$ cat config.mk
export PLATFORM = sky130hd
export DESIGN_NAME = gray_rx_decoder
export DESIGN_NICKNAME = d
export VERILOG_FILES = /design/src/rtl/gray_rx_decoder.sv
export SDC_FILE = /design/constraint.sdc
export NUM_CORES = 1
export LEC_CHECK = 0
export CELL_PAD_IN_SITES_DETAIL_PLACEMENT = 0
export CELL_PAD_IN_SITES_GLOBAL_PLACEMENT = 1
export CORE_MARGIN = 5
export CORE_UTILIZATION = 25
export CTS_BUF_LIST = sky130_fd_sc_hd__clkbuf_8
export DETAILED_ROUTE_END_ITERATION = 16
export PLACE_DENSITY_LB_ADDON = 0.12
export SETUP_SLACK_MARGIN = 0.15
export SYNTH_ARGS = -nofsm -noshare
export SYNTH_HDL_FRONTEND = slang
export SYNTH_SLANG_ARGS = --single-unit
$ cat constraint.sdc
create_clock -name ck -period 4.5 [get_ports ck]
set_input_delay 0.675 -clock ck [delete_from_list [all_inputs] [get_ports ck]]
set_output_delay 0.675 -clock ck [all_outputs]
set_load 0.03 [all_outputs]
$ cat src/rtl/gray_rx_decoder.sv
// Gray-count receiver: synchronizes gray_in, decodes to binary, classifies up/down/illegal steps.
// Optional macro GRAY_RX_GLITCH_FILTER_EN: accept a value only after two equal consecutive samples.
module gray_rx_decoder #(
  parameter int W           = 3,
  parameter int SYNC_STAGES = 2,
  parameter int POS_W       = 8
) (
  input  logic             ck,
  input  logic             res,
  input  logic [W-1:0]     gray_in,
  input  logic             clr,
  output logic [W-1:0]     bin,
  output logic [POS_W-1:0] pos,
  output logic             up,
  output logic             dn,
  output logic             err,
  output logic             err_flag
);

  localparam logic [W-1:0]     ZERO_C     = {W{1'b0}};
  localparam logic [W-1:0]     STEP_UP_C  = {{(W-1){1'b0}}, 1'b1};
  localparam logic [W-1:0]     STEP_DN_C  = {W{1'b1}};
  localparam logic [POS_W-1:0] POS_ZERO_C = {POS_W{1'b0}};
  localparam logic [POS_W-1:0] POS_ONE_C  = {{(POS_W-1){1'b0}}, 1'b1};

  function automatic logic [W-1:0] gray2bin(input logic [W-1:0] g);
    logic [W-1:0] b;
    b[W-1] = g[W-1];
    for (int i = W - 2; i >= 0; i--) begin
      b[i] = b[i+1] ^ g[i];
    end
    return b;
  endfunction

  logic [W-1:0]     sync_r [SYNC_STAGES];
  logic [W-1:0]     s_s;
  logic [W-1:0]     n_s;
  logic [W-1:0]     diff_s;
  logic             stable_s;
  logic [W-1:0]     bin_r, bin_nxt_s;
  logic [POS_W-1:0] pos_r, pos_nxt_s;
  logic             primed_r, primed_nxt_s;
  logic             up_r, up_nxt_s;
  logic             dn_r, dn_nxt_s;
  logic             err_r, err_nxt_s;
  logic             err_flag_r, err_flag_nxt_s;

  assign s_s    = sync_r[SYNC_STAGES-1];
  assign n_s    = gray2bin(s_s);
  assign diff_s = n_s - bin_r;

  // Synchronizer chain for the asynchronous Gray input
  always_ff @(posedge ck or negedge res) begin
    if (!res) begin
      for (int i = 0; i < SYNC_STAGES; i++) begin
        sync_r[i] <= ZERO_C;
      end
    end else begin
      sync_r[0] <= gray_in;
      for (int i = 1; i < SYNC_STAGES; i++) begin
        sync_r[i] <= sync_r[i-1];
      end
    end
  end

`ifdef GRAY_RX_GLITCH_FILTER_EN
  logic [W-1:0] cand_r;

  // Candidate register: previous synchronized sample for the stability test
  always_ff @(posedge ck or negedge res) begin
    if (!res) begin
      cand_r <= ZERO_C;
    end else begin
      cand_r <= s_s;
    end
  end

  assign stable_s = (s_s == cand_r);
`else
  assign stable_s = 1'b1;
`endif

  // Step classification and next-state for position and sticky error
  always_comb begin
    bin_nxt_s      = bin_r;
    primed_nxt_s   = primed_r;
    up_nxt_s       = 1'b0;
    dn_nxt_s       = 1'b0;
    err_nxt_s      = 1'b0;
    pos_nxt_s      = pos_r;
    err_flag_nxt_s = err_flag_r;

    if (!stable_s) begin
      bin_nxt_s = bin_r;
    end else if (!primed_r) begin
      primed_nxt_s = 1'b1;
      bin_nxt_s    = n_s;
    end else begin
      case (diff_s)
        ZERO_C: begin
          bin_nxt_s = bin_r;
        end
        STEP_UP_C: begin
          up_nxt_s  = 1'b1;
          bin_nxt_s = n_s;
        end
        STEP_DN_C: begin
          dn_nxt_s  = 1'b1;
          bin_nxt_s = n_s;
        end
        default: begin
          err_nxt_s = 1'b1;
          bin_nxt_s = n_s;
        end
      endcase
    end

    // clr overrides any position update and any new error in the same cycle
    if (clr) begin
      pos_nxt_s      = POS_ZERO_C;
      err_flag_nxt_s = 1'b0;
    end else if (up_nxt_s) begin
      pos_nxt_s      = pos_r + POS_ONE_C;
      err_flag_nxt_s = err_flag_r;
    end else if (dn_nxt_s) begin
      pos_nxt_s      = pos_r - POS_ONE_C;
      err_flag_nxt_s = err_flag_r;
    end else if (err_nxt_s) begin
      pos_nxt_s      = pos_r;
      err_flag_nxt_s = 1'b1;
    end else begin
      pos_nxt_s      = pos_r;
      err_flag_nxt_s = err_flag_r;
    end
  end

  // Decoder state and registered outputs
  always_ff @(posedge ck or negedge res) begin
    if (!res) begin
      bin_r      <= ZERO_C;
      pos_r      <= POS_ZERO_C;
      primed_r   <= 1'b0;
      up_r       <= 1'b0;
      dn_r       <= 1'b0;
      err_r      <= 1'b0;
      err_flag_r <= 1'b0;
    end else begin
      bin_r      <= bin_nxt_s;
      pos_r      <= pos_nxt_s;
      primed_r   <= primed_nxt_s;
      up_r       <= up_nxt_s;
      dn_r       <= dn_nxt_s;
      err_r      <= err_nxt_s;
      err_flag_r <= err_flag_nxt_s;
    end
  end

  assign bin      = bin_r;
  assign pos      = pos_r;
  assign up       = up_r;
  assign dn       = dn_r;
  assign err      = err_r;
  assign err_flag = err_flag_r;

endmodule
**Yosys cells after proc, flatten, opt, wreduce, memory -nomap -nowiden**

Cells that the tools add are included.

- Input bits: 6
- Flip-flop bits (word level): 22
- Output and inout bits: 15
- Logic and storage cells: 39

- Bitwise gates (word level): 2
- $add $sub $neg: 3
- Equality and inequality tests: 5
- Muxes and demuxes: 15
- Reduce and logical (&&, ||, !) cells: 5

Operators with widths:

| kind | count |
|---|---|
| 2-to-1 mux 8 bit | 3 |
| 2-to-1 mux 1 bit | 10 |
| adder 8 x 1 -> 8 bit, second input constant | 1 |
| subtractor 8 x 1 -> 8 bit, second input constant | 1 |
| 2-to-1 mux 3 bit | 2 |
| != test 2 bit, second input constant | 3 |
| == test 3 x 1 -> 1 bit, second input constant | 1 |
| == test 3 bit, second input constant | 1 |
| logical NOT 3 bit | 1 |
| AND reduction 3 bit | 1 |
| nonzero test 3 bit | 1 |
| OR reduction 3 bit | 1 |
| subtractor 3 bit | 1 |
| nonzero test 2 bit | 1 |
| XOR 1 bit | 2 |

**Depth between registers and ports, before layout**

- Word-level depth: 11
- Depth in mapped cells: 15
- Gate-level depth less buffers: 15

**Least setup slack after synthesis**

No wires, ideal clock.

- Path type: register to register
- Start point: register sync_r (netlist bit s_s[2])
- End point: register pos_r[6] (netlist: pos[6])
- Data arrival time: 3634 ps
- Stages on the path, launching flop included: 16
- Clock period less this slack: 3744 ps
- Buffers on the path: 0
- Library setup time: 110 ps
- Data required time: 4390 ps
- Slack: 756 ps
- Path through: dfrtp_1 -> xor2_1 -> xnor2_1 -> ha_1 -> inv_1 -> fa_1 -> xnor3_2 -> or2_2 -> nor2_1 -> inv_1 -> ha_1 -> nor2b_1 -> o31a_1 -> o21a_1 -> o21a_1 -> o41ai_1

- Word-level cells in the longest chain between the ends: 8
- Elaborated cells between the ends (all ways): 12
- Those cells by class: add/sub (1); eq/ne (2); mux (6); bitwise (2); reduce/logical (1)

Ends and longest elaborated chain:

| element | RTL line | source |
|---|---|---|
| start, declared | 35 | `logic [W-1:0] sync_r [SYNC_STAGES];` |
| start signal, assigned by index | 61 | `sync_r[i] <= sync_r[i-1];` |
| XOR 1 bit (2 in a row) | 30 | `b[i] = b[i+1] ^ g[i];` |
| subtractor 3 bit (*) | 50 | `assign diff_s = n_s - bin_r;` |
| == test 3 x 1 -> 1 bit (*) | 99 | `case (diff_s)` |
| 2-to-1 mux 1 bit (*) | 99 |  |
| 2-to-1 mux 1 bit (*) | 95 | `end else if (!primed_r) begin` |
| named net up_nxt_s | 43 | `logic up_r, up_nxt_s;` |
| 2-to-1 mux 8 bit | 122 | `end else if (up_nxt_s) begin` |
| 2-to-1 mux 8 bit | 119 | `if (clr) begin` |
| end signal, assigned | 149 | `pos_r <= pos_nxt_s;` |
| end, declared | 41 | `logic [POS_W-1:0] pos_r, pos_nxt_s;` |

The timed path passes the listed nets; every way through them passes the cells marked *.
A chain may end at the register's enable or synchronous reset.

**Final worst setup path**

Ends and elaborated chain as after synthesis.

==> impl_results.md <==
* Status: complete, no violations
* Average size of a mapped cell at 10.87 um^2
* Hold depth at 0
* Worst path top cell family by delay: adder cells
* Clock Sinks at 22
* Warning count from the yosys run at 0
* Crit-path cells: xor2_1 -> xnor2_1 -> ha_1 -> inv_1 -> fa_1 -> xnor3_2 -> or2_2 -> nor2_1 -> inv_1 -> ha_1 -> nor2b_1 -> o31a_1 -> o21a_1 -> o21a_1 -> o41ai_1
* Master of the slowest instance on the critical path: dfrtp_1
* Critical path buffers and inverters at 2
* Top cells by area, synth: dfrtp_1 (48%), ha_1 (7.7%), nand2_1 (4.3%)
* Initial core utilization at 26.03%
* Met3 WL at 106 um
* Largest net degree at the start of global routing at 23
* Synth Flop Type: dfrtp_1
* Worst clock skew at 4.257 ps
* CP arrival at 4090 ps
* Design area at 1476 um^2
* CTS tree: done
* Residual DRC at 0
* Setup repair bufs after CTS at 0
* GP Congestion at 0.7466
* Highest routed metal layer: met4
* Number of hold buffers added after CTS at 0
* WHS at 355.3 ps
* Synth Register Bits at 22
* Ys async rst share at 100.0%
* CTS clk-pin slew, worst paths at 80 ps
* Overall power at 0.001053 W
* Clk_lat worst skew at 260 ps
* WS Path Type: reg2reg
* Critical Path Start Type: register
* Num rows at 24
* Share of post-route cells with drive strength above 1 at 9.375%
* Area after DPL at 1405 um^2
* CP Max Fanout at 6
* TritonCTS buffer count at 3
* PortBufs at 20
* Initial antenna violation count at 0
* Net count, final at 144
* Placeable Area at 4384 um^2
* Final slew viol count at 0
* Part of the power in registers at 27.1%
* Top-area cell type share of the netlist area at 48.25%
* Final TNS setup at 0 ps
* # H-tree levels at 1
* TritonRoute pass-1 iters at 2
* I/O pin cnt at 21
* Post-Syn Area at 1141 um^2
* Final ANT Viol Nets at 0
* Vias in the first global route at 907
* Post-synth EDFFs at 0
* Final worst-path cycle share at 87.22%
* Yosys top cell by area: dfrtp_1
* CTS Root Cell: clkbuf_8
* Max cap viols at 0
* Highest Clock Rate at 254.8 MHz
* Aggregate global-route resource usage at 8.758%
* Slew headroom at 29.26%
* VDD IR-drop max at 0.2638 mV
* GRT overflow at 0
* Logic pwr share at 55.3%
* Die Area at 6016 um^2
* Post-Route WL at 2.430 mm
* Die Y at 77.56 um
* P_leak at 0.6367 nW
* RSZ-0062 raised after global routing: false
* Final HPWL DP at 1.845 mm
* Setup violators final at 0
* Met2 routed WL at 1.121 mm
* PwrDens at 713.5 nW/um^2
* Sw frac at 40.72%
* Minimum clock period at 3925 ps
* Post-CTS Resized at 0
* Slew at the pin closest to its max-slew limit at 1058 ps
* Clock Path Buffers at 2
* Ant. Diodes at 0
* First-pass GRT wire length at 4.229 mm
* Slowest stage delay, CP at 430 ps
* Syn nets at 120
* Stages on worst setup path at 15
* Critical Path RT at 4660 ps
* Final core occ at 33.68%
* Final hold violation count at 0
* Synth unique cells at 36
* DRT iter0 DRCs at 20
* Net Switching at 0.0004289 W
* Layout Area Growth over Synthesis at 29.39%
* M1 WL at 1.167 mm
* Clock network power share at 17.6%
* FF-to-FF path depth at 15
* DR WL/cell at 13.50 um
* Die W at 77.56 um
* CP Capture Type: register
* Cell count after synthesis at 105
* Sequential fraction of the synthesis area at 48.25%
* HP Class: reg2reg
* Vias per cell at 4.528
* Vias at 815
* P_int at 0.0006246 W
## state kept, by name (all words and copies together), names as in the netlist
register  count
bin           3
dn            1
err           1
err_flag      1
pos           8
primed_r      1
s_s           3
sync_r        3
up            1
## path summary, 6_finish.rpt
| path | endpoint | slack (ps) | from |
|---|---|---|---|
| max | pos[6]$_DFFE_PN0P_ | 570 | s_s[2]$_DFF_PN0_ |
| min | s_s[0]$_DFF_PN0_ | 360 | sync_r[3]$_DFF_PN0_ |
| max reg2reg | pos[6]$_DFFE_PN0P_ | 570 | s_s[2]$_DFF_PN0_ |
| min reg2reg | s_s[0]$_DFF_PN0_ | 360 | sync_r[3]$_DFF_PN0_ |
| max in group asynchronous | s_s[0]$_DFF_PN0_ | 2880 | res |
| min in group asynchronous | pos[6]$_DFFE_PN0P_ | 980 | res |
## power by group through the flow
stage	clock [W]	combinational [W]	sequential (W)
floorplan	0	0.000329	0.000373
global placement	0	0.000588	0.000288
detailed placement	0	0.000592	0.000290
CTS	0.000195	0.000595	0.000286
global route	0.000202	0.000648	0.000292
finish	0.000186	0.000583	0.000285
## cells in the mapped netlist (2+ instances only)
cell,number
nor2b_1,3
inv_1,6
o21ai_0,4
or2_2,3
xnor2_1,2
o41ai_1,2
o31a_1,2
nand2_1,13
nor2_1,5
o21a_1,4
ha_1,7
xor2_1,3
fa_1,2
dfrtp_1,22
a21oi_1,4
o31ai_1,3
## layout by cell type, fill, tap and decap left out, drive strengths merged, types with 3 or more instances in the layout
master         instances
dfrtp                 22
clkdlybuf4s50         20
nand2                 13
ha                     7
inv                    6
nor2                   6
o21a                   5
a21oi                  4
o21ai                  4
or2                    3
xor2                   3
o31ai                  3
nor2b                  3
clkbuf                 3
## cells by family after synthesis
logic type / share of synthesized area, %
xor gates and xnor gates: 5.922
buffers and inverters: 2.740
adders and majority gates: 11.18
other: 0.3286
and+or+nand+nor: 12.83
muxes: 0.9868
AOI/OAI and AO/OA: 17.76
DFF: 48.25
## cell type report
class | count | area (um^2)
multi-input combinational | 75 | 559.3
clock buffer | 3 | 41.29
timing repair buffer | 21 | 207.7
clock inverter | 1 | 30.03
fill | 468 | 2908
tap | 52 | 65.06
inverter | 6 | 22.52
sequential | 22 | 550.5
## stage by stage
stage               instances  setup WS [ps]
detailed placement        176          590.1
global route              180          328.4
finish                    180          575.0
CTS                       180          536.1
floorplan                 105          755.7
global placement          176          673.2
## routing by layer
| metal | vias to the layer above | GRT usage (%) |
|---|---|---|
| met3 | 4 | 2.431 |
| met1 | 383 | 11.14 |
| met2 | 13 | 13.72 |
| met4 | 0 | 4.124 |
| met5 | - | 0 |
| li1 | 415 | - |
(Power assumes the default switching activity.)
==> variant 1, RTL diff (same flow settings) <==
Add a define of `GRAY_RX_GLITCH_FILTER_EN`.
--- a/src/rtl/gray_rx_decoder.sv
+++ b/src/rtl/gray_rx_decoder.sv
@@ -1,5 +1,7 @@
 // Gray-count receiver: synchronizes gray_in, decodes to binary, classifies up/down/illegal steps.
 // Optional macro GRAY_RX_GLITCH_FILTER_EN: accept a value only after two equal consecutive samples.
+`define GRAY_RX_GLITCH_FILTER_EN
+
 module gray_rx_decoder #(
   parameter int W           = 3,
   parameter int SYNC_STAGES = 2,
Formal check against the unedited RTL: not equivalent (Yosys sat finds a counterexample within 4 cycles, from zero or initial values).
==> variant 1 against the original RTL <==
- die area grew 18%
- cell area up 16%
- sequential cell count up 3
- routed wire length rose by 21%
- fmax up 3.2%
- sequential power rose by 2%
- power shrank 11%
- sequential share of layout area is 0.76 points lower
- non-clock buffer count stayed put
- synthesized area increased by 21%
- worst setup slack improved by 0.12 ns
- critical path type unchanged
- highest routed layer unchanged
==> variant 1: results (changes against the original RTL) <==
stage	metric	value	unit	change
grt	All-Layer GR Usage	0.08788		was 0.08758
synthesis	post-synthesis adder-cell area fraction	0.09222		was 0.1118
synthesis	xor/xnor cell area share of the yosys netlist	0.07414		was 0.05921
worst_hold_path	min-delay src	sync_r[5]$_DFF_PN0_		was sync_r[3]$_DFF_PN0_
status	status	complete, no violations		unchanged
synthesis	Cell variety after synth	40		was 36
placement	GPL Wtd Cong	0.7538		was 0.7466
power	peak supply drop	0.0001859	V	was 0.0002638 V
grt	pin count of the biggest net entering global routing	26		was 23
synthesis	syn_nets	137		was 120
critical_path	crit path DAT	3.95	ns	was 4.09 ns
grt	global-route wire length before repair	4.988	mm	was 4.229 mm
critical_path	Worst Path Max Fanout	7		was 6
cells_and_area	final-layout fill cell count	580		was 468
worst_hold_path	HP Class	flop to flop		unchanged
synthesis	synth cell count leaders	25 x dfrtp_1, 12 x nor2_1, 8 x inv_1		was 22 x dfrtp_1, 13 x nand2_1, 7 x ha_1
synthesis	largest cells by area after synthesis	dfrtp_1 45%, ha_1 6.3%, xnor2_1 4.4%		was dfrtp_1 48%, ha_1 7.7%, nand2_1 4.3%
route	drt first pass iters	5		was 2
synthesis	register area share after synthesis	0.4521		was 0.4825
timing	clock skew	0.004055	ns	was 0.004257 ns
route	Starting DRT DRC Count	30		was 20
synthesis	Synthesis Warnings	0		unchanged
synthesis	post-synthesis mux area share	0.06239		was 0.009868
grt	number of global-route vias before repair	999		was 907
timing	Slew @ Worst Pin	0.4747	ns	was 1.058 ns
synthesis	Synth Area in Compound Gates	0.1374		was 0.1776
cts	clk_lat worst skew	0.27	ns	
cells_and_area	Post-layout nets	161		was 144
route	Total Wirelength	2.937	mm	was 2.430 mm
route	vias post-DR	963		was 815
power	LEAKAGE	0.7677	nW	was 0.6367 nW
placement	DP Worst Slack	0.6783	ns	was 0.5901 ns
cells_and_area	share of post-route cells with drive strength above 1	0.08966		was 0.09375
placement	Final HPWL DP	2.269	mm	was 1.845 mm
## variant 1: cell count changes after synthesis, moves of 3 or more
cell,change
or2_2,-3
nor2_1,+7
o31ai_1,-3
dfrtp_1,+3
xnor2_1,+5
mux2i_1,+6
nand2_1,-6
## variant 1: routing by layer
layer,global-route usage,up-vias,part of all wire
met5,0,-,0
met4,0.03453,0,0.016
met3,0.02061,4,0.041
met2,0.1485,22,0.49
met1,0.1081,469,0.45
li1,-,468,-
## variant 1: critical path, stage by stage (launching register included)
cell	delay, ns
dfrtp_1	0.45
xor2_1	0.36
xnor2_1	0.19
ha_1	0.17
inv_1	0.05
fa_1	0.36
xnor3_2	0.34
nor2_8	0.17
nand2_1	0.20
ha_1	0.41
o211ai_1	0.13
o211a_1	0.28
o211a_1	0.21
nor4_1	0.26
nand3_1	0.11
## variant 1: through the flow
stage | total power, mW | cells
4_1_cts | 0.9516 | 217
5_1_grt | 1.008 | 217
3_3_place_gp | 0.8057 | 213
2_1_floorplan | 0.6742 | 122
3_5_place_dp | 0.8138 | 213
6_report | 0.9356 | 217
## variant 1: layout make-up
| type | count | area (sq um) | share of cell area |
|---|---|---|---|
| clock buffer | 3 | 41.29 | 0.02411 |
| clock inverter | 1 | 3.754 | 0.002191 |
| inverter | 8 | 30.03 | 0.01753 |
| multi-input combinational | 87 | 714.4 | 0.4171 |
| sequential | 25 | 625.6 | 0.3652 |
| tap | 72 | 90.09 | 0.05259 |
| timing repair buffer | 21 | 207.7 | 0.1213 |
## variant 1: path summary, 6_finish.rpt
path	end	slack [ns]	cells past startpoint
max reg2reg	pos[7]$_DFFE_PN0P_	0.70	14
min reg2reg	s_s[2]$_DFF_PN0_	0.35	0
max	pos[7]$_DFFE_PN0P_	0.70	14
min	s_s[2]$_DFF_PN0_	0.35	0
max in group asynchronous	s_s[0]$_DFF_PN0_	3.48	2
min in group asynchronous	pos[4]$_DFFE_PN0P_	0.77	2
## variant 1: report_power, final
group	internal [mW]	switching, mW
clock	0.0610	0.0710
sequential	0.260	0.0303
combinational	0.218	0.295
## variant 1: cell families (layout without fill, tap and decap cells)
group / Yosys count / after routing
xor+xnor: 10 / 10
fa+ha+maj: 9 / 9
flops: 25 / 25
simple gates: 37 / 37
compound gates: 23 / 23
buf+inv: 10 / 33
mux: 8 / 8
==> variant 2, RTL diff (same flow settings) <==
Made on the original files. Register the output `bin` once more, cleared by the reset; this adds one clock of latency there. The other outputs are not delayed to match.
--- a/src/rtl/gray_rx_decoder.sv
+++ b/src/rtl/gray_rx_decoder.sv
@@ -155,7 +155,13 @@
     end
   end
 
-  assign bin      = bin_r;
+  always_ff @(posedge ck or negedge res) begin
+    if (!res) begin
+      bin <= '0;
+    end else begin
+      bin <= bin_r;
+    end
+  end
   assign pos      = pos_r;
   assign up       = up_r;
   assign dn       = dn_r;
Check against the original RTL: not equivalent (a bounded check fails within 4 cycles, from zero or initial values).
==> variant 2 against the original RTL <==
- power up 0.96%
- cell count up 10%
- global-route usage down 0.088 points
- worst setup slack worse by 0.013 ns
- synthesized area up 7.5%
- routed wire length down 0.16%
- cell area up 6.0%
- sequential cell count up 3
- highest routed layer unchanged
==> variant 2: results (changes against the original RTL) <==
stage	metric	value	unit	change
status	status	complete, no violations		unchanged
grt	global-route wire length before repair	4.250	mm	was 4.229 mm
worst_hold_path	min-delay src	sync_r[5]$_DFF_PN0_		was sync_r[3]$_DFF_PN0_
critical_path	Worst R2R End	pos[6]$_DFFE_PN0P_		unchanged
worst_hold_path	cell depth of the worst min-delay path	0		unchanged
placement	GPL Wtd Cong	0.7302		was 0.7466
power	LEAKAGE	0.6753	nW	was 0.6367 nW
route	Total Wirelength	2.426	mm	was 2.430 mm
grt	pin count of the biggest net entering global routing	26		was 23
synthesis	Cell variety after synth	37		was 36
grt	GRT met1 Usage	0.1232		was 0.1114
synthesis	largest cells by area after synthesis	dfrtp_1 51%, ha_1 7.1%, nand2_1 3.7%		was dfrtp_1 48%, ha_1 7.7%, nand2_1 4.3%
power	peak supply drop	0.0002871	V	was 0.0002638 V
cells_and_area	share of post-route cells with drive strength above 1	0.1145		was 0.09375
placement	Final HPWL DP	1.727	mm	was 1.845 mm
synthesis	register area share after synthesis	0.5102		was 0.4825
cells_and_area	max reg flops	8		unchanged
critical_path	Worst path top cell family by delay	compound AO/OA/AOI/OAI gates		was adder cells
route	drt first pass iters	4		was 2
worst_hold_path	hold path endpoint	s_s[2]$_DFF_PN0_		was s_s[0]$_DFF_PN0_
synthesis	xor/xnor cell area share of the yosys netlist	0.05510		was 0.05921
route	Post-Route M1 WL	1.293	mm	was 1.167 mm
synthesis	syn_nets	122		was 120
route	met3 WL	107	microns	was 106 microns
grt	number of global-route vias before repair	870		was 907
synthesis	post-synthesis mux area share	0.009184		was 0.009868
cells_and_area	Post-layout nets	147		was 144
grt	global-route met2 utilization	0.1267		was 0.1372
synthesis	synth cell count leaders	25 x dfrtp_1, 12 x nand2_1, 7 x ha_1		was 22 x dfrtp_1, 13 x nand2_1, 7 x ha_1
grt	met3 usage	0.02144		was 0.02431
synthesis	Synth Area in Compound Gates	0.1765		was 0.1776
synthesis	post-synthesis adder-cell area fraction	0.1041		was 0.1118
route	WL met2	1.003	mm	was 1.121 mm
timing	clock skew	0.004360	ns	was 0.004257 ns
critical_path	FF-to-FF Start	s_s[2]$_DFF_PN0_		unchanged
cts	Max Root-Sink Buffers	2		unchanged
grt	All-Layer GR Usage	0.08670		was 0.08758
route	Starting DRT DRC Count	22		was 20
-- variant 2: cell types whose count changed in the layout (fill, tap and decap cells not counted), sizes merged --
cell and change:
a211oi -1, a21o +2, bufinv -1, a31oi +1, buf +1, nand2 -1, a21oi -1, a31o +1
o21ai -2, clkinvlp +1, and2 -1, nand4 +1, dfrtp +3
-- variant 2: worst max-delay path by stage --
stage	from	slack (ns)	to	depth (start not counted)
6_report	s_s[2]$_DFF_PN0_	0.56	pos[6]$_DFFE_PN0P_	15
5_1_grt	s_s[2]$_DFF_PN0_	0.30	pos[6]$_DFFE_PN0P_	15
4_1_cts	s_s[2]$_DFF_PN0_	0.54	pos[6]$_DFFE_PN0P_	15
3_5_place_dp	s_s[2]$_DFF_PN0_	0.56	pos[7]$_DFFE_PN0P_	15
3_3_place_gp	s_s[2]$_DFF_PN0_	0.62	pos[6]$_DFFE_PN0P_	15
2_1_floorplan	s_s[2]$_DFF_PN0_	0.68	pos[7]$_DFFE_PN0P_	15
-- variant 2: cell type report --
class	count	area (sq um)
fillers	510	3189
clock inverters	1	7.507
well taps	67	83.83
clock buffers	3	41.29
flip-flops and latches	25	625.6
multi-input cells	74	569.3
inverters	6	22.52
repair buffers	22	215.2
-- variant 2: stage by stage --
stage	util	hold slack, ns	setup WS [ns]	instance area, sq um	cells
2_1_floorplan	-	0.3312	0.6773	1226	107
3_3_place_gp	0.3189	0.3353	0.6173	1516	194
3_5_place_dp	0.3189	0.3355	0.5648	1516	194
4_1_cts	0.3292	0.3583	0.5406	1565	198
5_1_grt	0.3292	0.3620	0.3050	1565	198
6_report	0.3292	0.3556	0.5622	1565	198
-- variant 2: report_power, final --
part,internal [mW],total (mW),switching (mW)
registers,0.280,0.318,0.0377
logic,0.272,0.606,0.335
clock network,0.0627,0.139,0.0767
